[src/rtl/caxi4interconnect_gray_ptr_ctrl_pkg.sv]
// Shared definitions for the Gray-coded CDC FIFO pointer logic: pointer width,
// Gray/binary conversions and the legal synchroniser depth range.
package caxi4interconnect_gray_ptr_ctrl_pkg;

   // Synchroniser depth limits; fewer than two flops is not metastability-safe.
   localparam int SYNC_STAGES_MIN = 2;
   localparam int SYNC_STAGES_MAX = 4;

   // Conversion functions work on a fixed wide word; callers zero-extend on the
   // way in and truncate on the way out, which keeps both directions exact.
   localparam int GRAY_MAX_W = 32;
   typedef logic [GRAY_MAX_W-1:0] gray_word_t;

   // One extra MSB beyond the address distinguishes full from empty.
   function automatic int ptr_width(input int addr_width);
      return addr_width + 1;
   endfunction

   function automatic gray_word_t bin2gray(input gray_word_t bin);
      return bin ^ (bin >> 32'd1);
   endfunction

   // Bit i of the binary value is the XOR of all Gray bits from the MSB down to i.
   function automatic gray_word_t gray2bin(input gray_word_t gray);
      gray_word_t bin;
      bin[GRAY_MAX_W-1] = gray[GRAY_MAX_W-1];
      for (int i = GRAY_MAX_W - 2; i >= 0; i--) begin
         bin[i] = bin[i+1] ^ gray[i];
      end
      return bin;
   endfunction

endpackage

[src/rtl/caxi4interconnect_gray_ptr_ctrl_sync.sv]
// N-stage flop synchroniser for a Gray-coded bus. Only safe for values that
// change at most one bit per source clock, which Gray pointers guarantee.
module caxi4interconnect_gray_sync #(
   parameter int WIDTH  = 1,
   parameter int STAGES = 2
) (
   input  logic             clk_i,
   input  logic             rst_ni,
   input  logic [WIDTH-1:0] d_i,
   output logic [WIDTH-1:0] q_o
);

   logic [WIDTH-1:0] stage_q [STAGES];

   // Shift the asynchronous input through the flop chain; all stages clear on reset.
   always_ff @(posedge clk_i or negedge rst_ni) begin
      if (!rst_ni) begin
         for (int i = 0; i < STAGES; i++) begin
            stage_q[i] <= '0;
         end
      end else begin
         stage_q[0] <= d_i;
         for (int i = 1; i < STAGES; i++) begin
            stage_q[i] <= stage_q[i-1];
         end
      end
   end

   assign q_o = stage_q[STAGES-1];

endmodule

[src/rtl/caxi4interconnect_gray_ptr_ctrl.sv]
// One side of an asynchronous FIFO's control path: local binary/Gray pointer,
// synchronised remote pointer, registered full (write) or empty (read) flag
// and the occupancy seen from this clock domain.
module caxi4interconnect_gray_ptr_ctrl
   import caxi4interconnect_gray_ptr_ctrl_pkg::*;
#(
   parameter int ADDR_WIDTH  = 4,
   parameter int SYNC_STAGES = 2,
   parameter int IS_WRITE    = 1
) (
   input  logic                  ACLK,
   input  logic                  ARESETN,
   input  logic                  incr,
   input  logic [ADDR_WIDTH:0]   remotePtrGray,
   output logic                  accept,
   output logic [ADDR_WIDTH:0]   ptrBin,
   output logic [ADDR_WIDTH:0]   ptrGray,
   output logic                  flag,
   output logic [ADDR_WIDTH:0]   level
);

   localparam int PTR_W = ptr_width(ADDR_WIDTH);

   // Out-of-range depths are pulled back into the legal window.
   localparam int SYNC_N = (SYNC_STAGES < SYNC_STAGES_MIN) ? SYNC_STAGES_MIN :
                           (SYNC_STAGES > SYNC_STAGES_MAX) ? SYNC_STAGES_MAX : SYNC_STAGES;

   localparam bit WR_SIDE = (IS_WRITE != 0);

   // Inverting the two MSBs of a Gray value equals adding half the pointer range:
   // the write side is full when it is exactly one FIFO depth ahead of the reader.
   localparam logic [PTR_W-1:0] FULL_MASK = PTR_W'(2'b11) << (ADDR_WIDTH - 1);

   logic [PTR_W-1:0] bin_q,  bin_d;
   logic [PTR_W-1:0] gray_q, gray_d;
   logic             flag_q, flag_d;
   logic [PTR_W-1:0] rbin_q;
   logic [PTR_W-1:0] sync_gray_s;
   logic [PTR_W-1:0] sync_bin_s;
   logic [PTR_W-1:0] level_s;
   logic             accept_s;

   caxi4interconnect_gray_sync #(
      .WIDTH  (PTR_W),
      .STAGES (SYNC_N)
   ) u_sync (
      .clk_i  (ACLK),
      .rst_ni (ARESETN),
      .d_i    (remotePtrGray),
      .q_o    (sync_gray_s)
   );

   // Next pointer and next flag; the flag compares the post-update local pointer
   // with the current synchronised remote pointer so it never lags a local accept.
   always_comb begin
      accept_s   = incr & ~flag_q;
      bin_d      = bin_q + {{(PTR_W-1){1'b0}}, accept_s};
      gray_d     = PTR_W'(bin2gray(gray_word_t'(bin_d)));
      sync_bin_s = PTR_W'(gray2bin(gray_word_t'(sync_gray_s)));
      if (WR_SIDE) begin
         flag_d = (gray_d == (sync_gray_s ^ FULL_MASK));
      end else begin
         flag_d = (gray_d == sync_gray_s);
      end
   end

   // Pointer, flag and remote-binary registers; the remote binary is registered so
   // that level moves on the same edge as the flag when the remote side advances.
   always_ff @(posedge ACLK or negedge ARESETN) begin
      if (!ARESETN) begin
         bin_q  <= '0;
         gray_q <= '0;
         flag_q <= WR_SIDE ? 1'b0 : 1'b1;
         rbin_q <= '0;
      end else begin
         bin_q  <= bin_d;
         gray_q <= gray_d;
         flag_q <= flag_d;
         rbin_q <= sync_bin_s;
      end
   end

   // Occupancy from registered pointers, modulo the pointer range.
   always_comb begin
      if (WR_SIDE) begin
         level_s = bin_q - rbin_q;
      end else begin
         level_s = rbin_q - bin_q;
      end
   end

   assign accept  = accept_s;
   assign ptrBin  = bin_q;
   assign ptrGray = gray_q;
   assign flag    = flag_q;
   assign level   = level_s;

endmodule

[config.mk]
export PLATFORM = sky130hd
export DESIGN_NAME = caxi4interconnect_gray_ptr_ctrl
export DESIGN_NICKNAME = d
export VERILOG_FILES = /design/src/rtl/caxi4interconnect_gray_ptr_ctrl_pkg.sv /design/src/rtl/caxi4interconnect_gray_ptr_ctrl_sync.sv /design/src/rtl/caxi4interconnect_gray_ptr_ctrl.sv
export SDC_FILE = /design/constraint.sdc
export NUM_CORES = 1
export LEC_CHECK = 0
export CAP_MARGIN = 20
export CORE_ASPECT_RATIO = 1.4
export CORE_MARGIN = 5
export CORE_UTILIZATION = 25
export CTS_BUF_LIST = sky130_fd_sc_hd__clkbuf_4 sky130_fd_sc_hd__clkbuf_8
export CTS_CLUSTER_DIAMETER = 30
export DETAILED_ROUTE_END_ITERATION = 6
export DONT_BUFFER_PORTS = 1
export GPL_TIMING_DRIVEN = 0
export PLACE_DENSITY = 0.38
export SYNTH_ARGS = -nofsm -noshare
export SYNTH_HDL_FRONTEND = slang
export SYNTH_SLANG_ARGS = --single-unit
[constraint.sdc]
create_clock -name ACLK -period 2 [get_ports ACLK]
set_input_delay 0.4 -clock ACLK [delete_from_list [all_inputs] [get_ports ACLK]]
set_output_delay 0.4 -clock ACLK [all_outputs]
set_load 0.03 [all_outputs]
==> key figures, run 1 <==
Die
  • Die width: between 60 and 70 µm
  • Num rows: 29
  • Die Ht: 90.2 µm
  • Ports: 25
  • Core region area: roughly 4500 µm²
  • Starting utilization of the core area: 0.256
  • Total die area: between 6000 and 7000 µm²

Yosys
  • Syn Nets: 104
  • FF+latch count, synth: 25
  • Post-synth ARST share: 1.00
  • Top cells by area in the synthesized netlist: dfrtp_1, xor2_1, ha_1
  • Number of distinct library cells after synthesis: 28
  • Mean Syn Cell Area: 13.1 µm²
  • Total of warnings raised by yosys: 0
  • Post-synthesis instance total: between 80 and 90
  • Library cell with the highest instance count after synthesis: dfrtp_1
  • Main synth FF type: dfrtp_1
  • Share of the synthesized area in the top cell type: 0.544
  • Number of synthesized flops with an enable pin: 0
  • Area of the mapped netlist: 1150 µm²
  • Cell type contributing the most total cell area after synthesis: dfrtp_1
  • Part of the Yosys area used for sequential elements: 0.544
  • Most frequent cells after synthesis: dfrtp_1, xor2_1, inv_1

Setup path
  • Type of element launching the critical path: flip-flop
  • Length in cells of the worst reg-to-reg path: 8
  • Required arrival time at the worst endpoint: between 1.5 and 2 ns
  • Endpoint of the lowest-slack register-to-register path: flag
  • Critical register-to-register path startpoint: flag
  • Critical path fanouts, max: 4
  • Capturing element type of the critical path: output pin
  • CP Data Arrival Time: 1.87 ns
  • Critical setup path kind: flip-flop to output pin
  • Reg2Reg Setup Slack: -0.21 ns

Drt
  • Final wirelength: 1980 µm
  • Antenna Violating Nets Remaining: 0
  • Wire length per cell: around 13 µm
  • First drt pass iteration count: 4
  • Vias: roughly 620
  • Number of remaining DRC errors: 0
  • Initial drt markers: 13
  • Post-DR vias/cell: 3.89

GRT
  • Aggregate global routing overflow: 0
  • Via count of the first global-routing pass: 702
  • Gr usage total: 0.0781
  • Wire length of the first global-routing pass: 3530 µm
  • Maximum number of pins on one net before global-route repair: 26
  • Number of antenna violations at the first check in global routing: 0

Run status
  • Outcome: complete, but fails checks
  • Violated checks: setup timing

Min path
  • End point of the worst hold path: u_sync.stage_q[9]
  • Hold path depth: 0
  • Worst hold start: remotePtrGray[4]
  • Hold Path Class: input port to flip-flop

Placement
  • Number of cells after detailed placement: 150
  • Routability congestion estimate from global placement: around 0.65
  • Half-perimeter wire length of the detailed placement result: 1490 µm
  • PortBufs: 0

Final layout
  • # diodes: 0
  • Fraction of layout cells with a size suffix above 1: 0.281
  • Filler Cell Count: roughly 480
  • Area growth from synthesis to final layout: 21.7%
  • Post-layout instance count excluding filler cells: 158
  • Number of nets in the final layout: 113

STA
  • Final hold viol count: 0
  • Fin Hold WS: 0.151 ns
  • Crit path time final: 2.27 ns
  • Setup clock skew after layout: around 0.0030 ns
  • Part of the cycle the worst path needs: 1.14
  • Slew margin rel.: 0.680
  • Final max-slew violation count: 0
  • Unrepaired setup endpoints after global routing: true
  • Final count of negative-setup-slack endpoints: 6
  • Worst path setup slack after routing: -0.274 ns
  • Fmax achieved: 0.440 GHz
  • Slew at the pin with the worst max-slew slack: ~0.48 ns

Clock tree
  • Clock transition time at the flip-flop clock pins of the worst setup and hold paths: 0.09 ns
  • Root buf cell: clkbuf_8
  • Max clock buf depth: 2
  • H-tree levels: 1
  • Clock insertion delay at the later pin of the skew report: 0.27 ns
  • CTS Buf Count: 3
  • Num Clock Sinks: 25
  • CTS tree: built

Run
  • Max-cap viol count: 0
[cell families (layout without fill, tap and decap cells)]
| family | count (synthesis) | after routing | share of synthesized area |
|---|---|---|---|
| xor gates and xnor gates | 22 | 22 | 0.199 |
| and+or+nand+nor | 8 | 8 | 0.0414 |
| adders and majority gates | 8 | 8 | 0.0936 |
| buffers and inverters | 14 | 22 | 0.0566 |
| DFF | 25 | 25 | 0.544 |
| AOI/OAI and AO/OA | 11 | 11 | 0.0653 |
[placed cells by master, fill, tap and decap left out, types with 2 or more instances in the layout]
master | synthesis | layout
a21boi_0 | 2 | 2
a21o_1 | 2 | 2
a21oi_2 | 1 | 2
buf_4 | 1 | 2
clkbuf_8 | 0 | 3
dfrtp_1 | 25 | 22
dfrtp_2 | 0 | 3
ha_1 | 7 | 4
ha_4 | 0 | 2
inv_1 | 10 | 7
inv_2 | 0 | 3
nand3_1 | 2 | 2
xnor2_1 | 8 | 5
xnor2_2 | 1 | 3
xor2_1 | 11 | 11
[repair_timing]
action,4_1_cts,5_1_grt
endpoints found under the setup margin,6,6
pin swaps,2,1
hold endpoints to repair,25,0
buffers inserted,2,0
hold buffers,2,0
gates cloned,0,0
resized for setup,5,1
[flip-flops by register name, indices dropped and copies added, names as in the netlist]
| register | flops |
|---|---|
| flag | 1 |
| ptrBin | 5 |
| u_sync.stage_q | 5 |
| ptrGray | 4 |
| u_sync.q_o | 5 |
| rbin_q | 5 |
[stage by stage]
stage                      util  cell area (µm²)  setup TNS, ns  worst slack [ns]
after floorplan               -             1200        -0.0646           -0.0371
after global placement    0.284             1280         -0.411            -0.168
after detailed placement  0.284             1280         -0.445            -0.179
after CTS                 0.309             1390          -1.19            -0.315
after global routing      0.311             1400          -1.58            -0.377
final                     0.311             1400         -0.905            -0.274
[final cells by class]
class	instances	area (µm²)	area share
inverter	10	37.5	0.0268
timing repair buffer	4	41.3	0.0295
buffer	4	27.5	0.0197
sequential	25	629	0.450
multi-input combinational	49	537	0.384
tap	62	77.6	0.0555
clock buffer	4	48.8	0.0349
[per-layer routing]
layer	part of all wire	global-route usage	vias to the layer above
met3	0.058	0.0175	5
met4	0.026	0.0406	0
li1	-	-	297
met5	0	0	-
met2	0.53	0.125	20
met1	0.39	0.0954	293
[worst max-delay path: stages, from the launching register on]
cell,delay [ns]
dfrtp_2,0.50
inv_2,0.07
ha_4,0.16
fa_2,0.33
inv_1,0.06
a21o_1,0.12
a21oi_2,0.09
xnor2_4,0.26
[worst max-delay path by stage]
stage / from / endpoint / cells after the start
finish: ptrBin[0] / level[4] / 7
global placement: flag / flag / 8
detailed placement: flag / flag / 8
CTS: ptrBin[0] / level[4] / 7
floorplan: flag / flag / 8
global route: ptrBin[0] / level[4] / 7
Power of run 1 is not shown: default switching activity piles up to over one toggle a cycle in this logic, so the estimate is an artifact.
==> run 2: changes to the inputs <==
GPL_ROUTABILITY_DRIVEN = 0   (was not set)
SETUP_SLACK_MARGIN = 0.15   (was not set)
==> run 2 against run 1 <==
- the run still ends with setup timing left
- hold slack gained 0.0098 ns
- worst setup slack lost 0.00075 ns
- cell count grew 0.63%
- register-to-register slack is essentially flat
- global-route usage shrank 0.49 points
- critical endpoint unchanged
- utilization grew 0.92 points
- die area is the same
- fmax is essentially flat
==> key figures, run 2 (synthesis gave the netlist of run 1 again) <==
GRT
  • Met1 layer usage reported by global route: 0.0863
  • GR peak layer: met2
  • Aggregate global routing overflow: 0
  • Maximum number of pins on one net before global-route repair: 26
  • Via count of the first global-routing pass: 697
  • Met3 GRT Util: 0.0187
  • Number of antenna violations at the first check in global routing: 0
  • Met2 usage in global routing: 0.122
  • Gr usage total: 0.0732
  • Wire length of the first global-routing pass: about 3300 µm

Die
  • Die width: 67.3 µm
  • Core region area: around 4500 µm²
  • Die Ht: between 90 and 100 µm
  • Total die area: 6070 µm²
  • Ports: 25
  • Starting utilization of the core area: 0.256
  • Num rows: 29

Final layout
  • Area growth from synthesis to final layout: 25.2%
  • # diodes: 0
  • Number of nets in the final layout: about 110
  • Most frequent cells in the layout: dfrtp_1, xor2_1, inv_1
  • Final core occ: 0.320
  • Fraction of layout cells with a size suffix above 1: 0.299
  • Storage cell area: 629 µm²
  • Filler Cell Count: 480
  • Area of the multi-input gates: 567 µm²
  • Most common cell after layout, fill and taps aside: dfrtp_1

Clock tree
  • Clock transition time at the flip-flop clock pins of the worst setup and hold paths: 0.08 ns
  • CTS Buf Count: 3
  • CTS tree: built
  • H-tree levels: 1
  • Clock insertion delay at the later pin of the skew report: around 0.26 ns
  • Max clock buf depth: 2
  • Num Clock Sinks: 25
  • Root buf cell: clkbuf_8

Run status
  • Violated checks: setup timing
  • Outcome: complete, but fails checks

Placement
  • PortBufs: 0
  • Half-perimeter wire length of the detailed placement result: 1480 µm
  • Worst-case setup slack after placement: -0.152 ns

Setup path
  • Required arrival time at the worst endpoint: 1.60 ns
  • Origin of the worst setup path: ptrBin[0]
  • Capturing element type of the critical path: output pin
  • Type of element launching the critical path: flip-flop
  • Critical register-to-register path startpoint: flag
  • Critical setup path kind: flip-flop to output pin
  • CP Data Arrival Time: around 1.9 ns
  • Critical path fanouts, max: 4

Drt
  • Initial drt markers: 7
  • Wire length per cell: around 12 µm
  • Post-DR vias/cell: 3.89
  • Antenna Violating Nets Remaining: 0
  • Vias: 619
  • Number of remaining DRC errors: 0
  • First drt pass iteration count: 2
  • Final wirelength: 1960 µm

Min path
  • Worst hold start: remotePtrGray[3]
  • Hold Path Class: input port to flip-flop

STA
  • Crit path time final: 2.28 ns
  • Fmax achieved: approximately 0.44 GHz
  • Part of the cycle the worst path needs: 1.14
  • Final count of negative-setup-slack endpoints: 4
  • Final max-slew violation count: 0
  • Slew at the pin with the worst max-slew slack: between 0.4 and 0.5 ns
  • Final hold viol count: 0
  • Unrepaired setup endpoints after global routing: true
  • Slew margin rel.: 0.681
  • Worst path setup slack after routing: -0.275 ns
  • Setup clock skew after layout: 0.00281 ns

Run
  • Max-cap viol count: 0
run 2: critical path, cell delays in order (launching register included):
cell,delay [ns]
dfrtp_2,0.50
inv_2,0.07
ha_4,0.16
fa_2,0.35
inv_1,0.06
a21o_1,0.13
a21oi_2,0.09
xnor2_4,0.26
run 2: per-stage QoR:
| step | hold WS [ns] | instance area (µm²) | TNS, ns | cells |
|---|---|---|---|---|
| 2_1_floorplan | 0.104 | 1210 | -0.0663 | 88 |
| 6_report | 0.161 | 1440 | -0.915 | 159 |
| 3_5_place_dp | 0.105 | 1290 | -0.394 | 150 |
| 4_1_cts | 0.151 | 1410 | -1.03 | 158 |
| 3_3_place_gp | 0.105 | 1290 | -0.379 | 150 |
| 5_1_grt | 0.136 | 1440 | -1.54 | 159 |
run 2: worst paths after layout:
| path | to | slack [ns] | cells past startpoint |
|---|---|---|---|
| max | level[4] | -0.28 | 7 |
| min | u_sync.stage_q[8] | 0.16 | 0 |
| max reg2reg | flag | -0.20 | 8 |
| min reg2reg | u_sync.q_o[1] | 0.35 | 0 |
| max in group asynchronous | flag | 1.28 | 2 |
| min in group asynchronous | ptrBin[1] | 0.56 | 2 |
run 2: what timing repair did:
| action | 4_1_cts | 5_1_grt |
|---|---|---|
| pin swaps | 3 | 2 |
| endpoints found under the setup margin | 8 | 7 |
| setup buffers | 2 | 1 |
| gates resized for setup | 6 | 3 |
| hold buffers | 2 | 0 |
| endpoints found under the hold margin | 25 | 0 |
run 2: final cells by class:
| type | count | share of cell area |
|---|---|---|
| Buffer | 4 | 0.0191 |
| Clock buffer | 4 | 0.0339 |
| Inverter | 10 | 0.0261 |
| Multi-Input combinational cell | 49 | 0.394 |
| Sequential cell | 25 | 0.437 |
| Tap cell | 62 | 0.0539 |
| Timing Repair Buffer | 5 | 0.0365 |
run 2: layer usage:
layer	up-vias	routed length, µm
met5	-	0
met4	0	26
met3	2	110
met2	15	1070
met1	306	750
li1	296	-
Power of run 2 is left out for the same reason.
